`src/rtl/mem_bus_ctrl.sv`:
```
// mem_bus_ctrl: 6502-side bus controller that sequences single-byte RAM/ROM
// accesses. A request is latched in IDLE. The controller then spends one WRITE
// cycle, or READ_LAT+1 READ cycles, before a single-cycle DONE/cpu_rdy pulse.
// cpu_addr[15] selects ROM (1) or RAM (0). Each region mirrors every 8 KiB.
// Optional feature: define MEMCTL_ROM_WP_EN to block ROM writes. A blocked
// write still completes normally and sets the sticky wp_err flag.
module mem_bus_ctrl #(
    parameter int unsigned READ_LAT = 2,
    parameter int unsigned ADDR_W   = 13
) (
    input  logic        clk,
    input  logic        reset_n,
    input  logic        cpu_req,
    input  logic        cpu_we,
    input  logic [15:0] cpu_addr,
    input  logic [7:0]  cpu_wdata,
    output logic [7:0]  cpu_rdata,
    output logic        cpu_rdy,
    output logic [14:0] mem_addr,
    output logic [7:0]  mem_wdata,
    input  logic [7:0]  mem_rdata,
    output logic        ram_we,
    output logic        ram_oe,
    output logic        rom_we,
    output logic        rom_oe,
    output logic        wp_err
);

    typedef enum logic [1:0] {IDLE, WRITE, READ, DONE} state_e;

    localparam logic [2:0] LAT_LAST = 3'(READ_LAT);

    state_e      state_q, state_d;
    logic        rom_q, rom_d;
    logic [14:0] addr_q, addr_d;
    logic [7:0]  wdata_q, wdata_d;
    logic [7:0]  rdata_q, rdata_d;
    logic [2:0]  cnt_q, cnt_d;
    logic        wp_q, wp_d;
    logic [14:0] addr_dec;

    // Low address bits only; the region bit and mirror bits are dropped.
    assign addr_dec = 15'(cpu_addr[ADDR_W-1:0]);

    if (ADDR_W < 15) begin : g_mirror_bits
        logic unused_mirror_bits;
        assign unused_mirror_bits = ^cpu_addr[14:ADDR_W];
    end

    // State and latched transaction registers, cleared asynchronously.
    always_ff @(posedge clk or negedge reset_n) begin
        if (!reset_n) begin
            state_q <= IDLE;
            rom_q   <= 1'b0;
            addr_q  <= '0;
            wdata_q <= '0;
            rdata_q <= '0;
            cnt_q   <= '0;
            wp_q    <= 1'b0;
        end else begin
            state_q <= state_d;
            rom_q   <= rom_d;
            addr_q  <= addr_d;
            wdata_q <= wdata_d;
            rdata_q <= rdata_d;
            cnt_q   <= cnt_d;
            wp_q    <= wp_d;
        end
    end

    // Next-state logic and per-state memory enables.
    always_comb begin
        state_d = state_q;
        rom_d   = rom_q;
        addr_d  = addr_q;
        wdata_d = wdata_q;
        rdata_d = rdata_q;
        cnt_d   = cnt_q;
        wp_d    = wp_q;
        ram_we  = 1'b0;
        ram_oe  = 1'b0;
        rom_we  = 1'b0;
        rom_oe  = 1'b0;
        cpu_rdy = 1'b0;
        case (state_q)
            IDLE: begin
                if (cpu_req) begin
                    addr_d  = addr_dec;
                    rom_d   = cpu_addr[15];
                    wdata_d = cpu_wdata;
                    cnt_d   = '0;
                    state_d = cpu_we ? WRITE : READ;
                end
            end
            WRITE: begin
                ram_we = ~rom_q;
`ifdef MEMCTL_ROM_WP_EN
                if (rom_q) begin
                    wp_d = 1'b1;
                end
`else
                rom_we = rom_q;
`endif
                state_d = DONE;
            end
            READ: begin
                ram_oe = ~rom_q;
                rom_oe = rom_q;
                if (cnt_q == LAT_LAST) begin
                    rdata_d = mem_rdata;
                    state_d = DONE;
                end else begin
                    cnt_d = cnt_q + 3'd1;
                end
            end
            DONE: begin
                cpu_rdy = 1'b1;
                state_d = IDLE;
            end
            default: state_d = IDLE;
        endcase
    end

    assign cpu_rdata = rdata_q;
    assign mem_addr  = addr_q;
    assign mem_wdata = wdata_q;

`ifdef MEMCTL_ROM_WP_EN
    assign wp_err = wp_q;
`else
    assign wp_err = 1'b0;
    logic unused_wp;
    assign unused_wp = wp_q;
`endif

endmodule

```
`config.mk`:
```
export PLATFORM = sky130hd
export DESIGN_NAME = mem_bus_ctrl
export DESIGN_NICKNAME = d
export VERILOG_FILES = /design/src/rtl/mem_bus_ctrl.sv
export SDC_FILE = /design/constraint.sdc
export NUM_CORES = 1
export LEC_CHECK = 0
export BUFFER_PORTS_ARGS = -buffer_cell sky130_fd_sc_hd__buf_2
export CAP_MARGIN = 20
export CORE_MARGIN = 1.5
export CORE_UTILIZATION = 35
export DETAILED_ROUTE_END_ITERATION = 12
export GPL_TIMING_DRIVEN = 0
export SLEW_MARGIN = 20
export SYNTH_ARGS = -nofsm -noshare
export SYNTH_HDL_FRONTEND = slang
export SYNTH_SLANG_ARGS = --single-unit
```
`constraint.sdc`:
```
create_clock -name clk -period 2.2 [get_ports clk]
set_input_delay 0.44 -clock clk [delete_from_list [all_inputs] [get_ports clk]]
set_output_delay 0.44 -clock clk [all_outputs]
set_load 0.02 [all_outputs]
```
; Word level (Yosys, flattened, before mapping)
; Index checks and enable logic that the tools add are counted.
[word_totals]
ff_bits = 35
in_bits = 36
output_inout_bits = 37
word_cells = 33
[classes]
addsub = 1
eq_ne = 7
n_mux = 12
bitwise_logic = 1
reduce_logical = 6
[ops]
columns = cell, count
row1 = 2-bit one-hot mux with 4 select lines, 1
row2 = 2-bit two-way mux, 3
row3 = 3-bit two-way mux, 2
row4 = 2-bit inequality test (second input constant), 3
row5 = 3-bit one-hot mux with 2 select lines, 1
row6 = 2-bit AND reduction, 3
row7 = 1-bit two-way mux, 5
row8 = 2-bit equality test (second input constant), 2
row9 = 3-bit by 1-bit adder with 3-bit output (second input constant), 1
row10 = 3-bit by 2-bit equality test with 1-bit output (second input constant), 1
row11 = 3-bit AND reduction, 1
row12 = 2-bit by 1-bit equality test with 1-bit output (second input constant), 1
row13 = 2-bit zero test, 1
row14 = 2-bit nonzero test, 1
row15 = 1-bit inverter, 1

; Depth between registers and ports, before layout
[logic_depth]
ltp_word = 3
ltp_mapped = 5

; Worst setup path before layout
; Ideal clock, no wire load.
[synth_timing]
path_type = register to output
start = register state_q[0]
end = output port ram_oe
arrival_time_ps = 1110
path_slack_ps = 650
stages_incl_launch_ff = 4
cell_sequence = dfrtp_1 inv_1 ha_1 nor2b_1
[synth_between]
elab_chain_len = 2
[synth_lines]
columns = item, line
row1 = start: declaration, 33  ; state_e state_q, state_d;
row2 = start signal: assignment, 61  ; state_q <= state_d;
row3 = 2-bit equality test, 85  ; case (state_q)
row4 = 1-bit two-way mux, 85
row5 = end: declaration, 23  ; output logic ram_oe,
; No other way between the ends.

; Worst setup path in the final report
; Ends and elaborated chain as after synthesis.

==> impl_metrics.toml <==
[route]
vias_per_cell = 4.59
drt_iter0_drc = 29
drc_errors = 0
ant_nets = 0
routed_wl_um = 3130
vias = 1089
drt-pass1-iter-count = 5
post_drt_wl_per_cell_um = 13.2

[flow_run]
max_cap_viol_count = 0

[power]
ir_drop_mv = 0.698
p_leak_uw = 0.00110
power.density_nw_per_um2 = 1540

[timing]
setup-tns-final_ps = 0
finalCriticalPeriod_ps = 1890
relSlewSlack_pct = 49.7
clock.fmax_ghz = 0.529
rsz0062_at_grt = "no"
fin_crit_sh_pct = 86.0
skew_ps = 3.77
worst_slack_ps = 309
worstMarginPinSlew_ps = 755
whs_ps = 216
finalMaxSlewViolations = 0
hold_viol = 0
setup-violations-final = 0

[cells_and_area]
diodes = 0
final_util_pct = 48.0
multiInputGateArea_um2 = 647
fillers = 406
drive_gt1_share_pct = 62.2
stdcell_count = 237
area_growth_syn_to_layout_pct = 32.4
num-nets-final = 228
regArea_um2 = 876

[worst_setup_path]
arrival_ps = 1450
start_kind = "flop"
crit_type = "flop to output pin"
critPathSlowestCell = "dfrtp_1"
cp.required_ps = 1760
max_stage_delay_ps = 420
cp_top_family = "flip-flops"
path_buf_inv = 2
end_kind = "output pin"
cp_max_fo = 5
cp_cell_sequence = "inv_1, ha_1, nor2b_1, buf_2"

[global_route]
met2_usage_pct = 24.0
overflow = 0
top_usage_layer = "met2"
grt_pass1_wl_um = 5410
antenna_found_initial = 0
grt_max_degree = 36
use_met1_pct = 15.1
grt_use_met3_pct = 5.63
track_usage_pct = 14.1
grt_pass1_vias = 1216

[floorplanning]
io_pins = 73
start_util_pct = 36.2
die_h_um = 69.9
dieArea_um2 = 4890
die_w_um = 69.9
placementRows = 24
core_um2 = 4320

[synth]
ys_seq_area_share_pct = 55.9
yosysTopAreaCellShare_pct = 55.9
yosys_warnings = 0
synth_area_um2 = 1570
synthesis.instances = 108
synth_top_cell_by_area = "dfrtp_1"
synth_area_leaders = "dfrtp_1 56%, mux2_2 22%, ha_1 6.4%"
syn_avg_cell_area_um2 = 14.5
ys_ff_latch = 35
netlist-cell-type-count = 22

[placement]
place_inst = 229
place.gp.congestion = 0.692
dpl.hpwl_um = 2430
numPortBuffers = 67
dp_slack_ps = 518

[clock_tree]
numCtsBuffers = 5
clock-sinks = 35
root_buffer = "clkbuf_8"
clock_latency_ps = 280
post_cts_buffers = 0
cts_tree = "built"
hold_buffers = 0
h-tree-depth = 2
cts_buffer_depth = 2
cts_resized = 0
clk_pin_slew_ps = 70

[status]
status = "complete, no violations"

[hold_path]
hp-class = "primary input to async pin"
## where the power goes
part	total [µW]	leakage [µW]	switching, µW	internal [µW]
Combinational	1540	0.000627	850	694
Clock	506	0.0000515	221	286
Sequential	1150	0.000417	177	970
Total	3200	0.00110	1250	1950
## routing by layer
metal	wire length [µm]	vias to the layer above
li1	-	513
met1	1200	537
met2	1670	33
met3	198	6
met4	61	0
met5	0	-
## layout make-up
class | instances | area share [%]
Buffer | 5 | 1.57
Timing Repair Buffer | 67 | 16.2
Tap cell | 52 | 3.14
Clock buffer | 8 | 4.83
Multi-Input combinational cell | 65 | 31.2
Inverter | 5 | 0.905
Sequential cell | 35 | 42.2
## worst register-to-register path, stage by stage, from the launching register on
cell and delay, ps:
dfrtp_1 420, inv_1 100, ha_1 220, nand2_2 150, buf_2 280, mux2_2 370
## stage by stage
step | power (µW) | instance area [µm²]
after global routing | 3410 | 2070
after global placement | 2660 | 1970
after detailed placement | 2730 | 1970
after CTS | 3250 | 2070
after floorplan | 2220 | 1570
final | 3200 | 2070
## cell families after synthesis
| group | share of synthesized area [%] |
|---|---|
| AND/OR/NAND/NOR | 6.55 |
| multiplexers | 24.6 |
| flip-flops | 55.9 |
| buffers and inverters | 3.27 |
| adder cells (fa/ha/maj) | 6.39 |
| AO/OA/AOI/OAI | 3.03 |
| other | 0.239 |
## final timing paths
path	startpoint	to	slack [ps]	depth (start not counted)
max reg2reg	state_q[1]$_DFFE_PN0P_	mem_addr[10]$_DFFE_PN0P_	540	5
max	state_q[0]$_DFFE_PN0P_	ram_oe	310	4
min	reset_n	mem_addr[3]$_DFFE_PN0P_	220	1
min reg2reg	mem_addr[4]$_DFFE_PN0P_	mem_addr[4]$_DFFE_PN0P_	490	1
min in group clk	cpu_addr[4]	mem_addr[4]$_DFFE_PN0P_	360	2
max in group asynchronous	reset_n	cpu_rdata[2]$_DFFE_PN0P_	1490	1
## state kept, by name (all words and copies together), names as in the netlist
| signal | cells |
|---|---|
| rom_q | 1 |
| mem_wdata | 8 |
| mem_addr | 13 |
| cpu_rdata | 8 |
| cnt_q | 3 |
| state_q | 2 |
## Yosys cell counts
library cell  count
a21boi_4          1
o21ai_0           1
a31o_2            1
nand3b_4          1
conb_1            1
a21oi_1           1
dfrtp_1          35
and2_1            2
ha_1              8
nor2b_1           4
nand2b_1          3
nand2_1           3
buf_2             2
mux2_4            1
mux2_2           31
a41o_1            1
nand2_2           1
buf_4             3
mux2i_1           1
inv_1             5
mux2_1            1
and3b_1           1
## layout by cell type, fill, tap and decap left out, drive strengths merged
master	count
buf	72
dfrtp	35
mux2	33
ha	8
clkbuf	8
inv	5
nor2b	4
nand2	4
nand2b	3
conb	3
and2	2
nand3b	1
a21boi	1
and3b	1
a31o	1
a41o	1
mux2i	1
a21oi	1
o21ai	1
No activity file was read; power rests on OpenSTA's default activity.
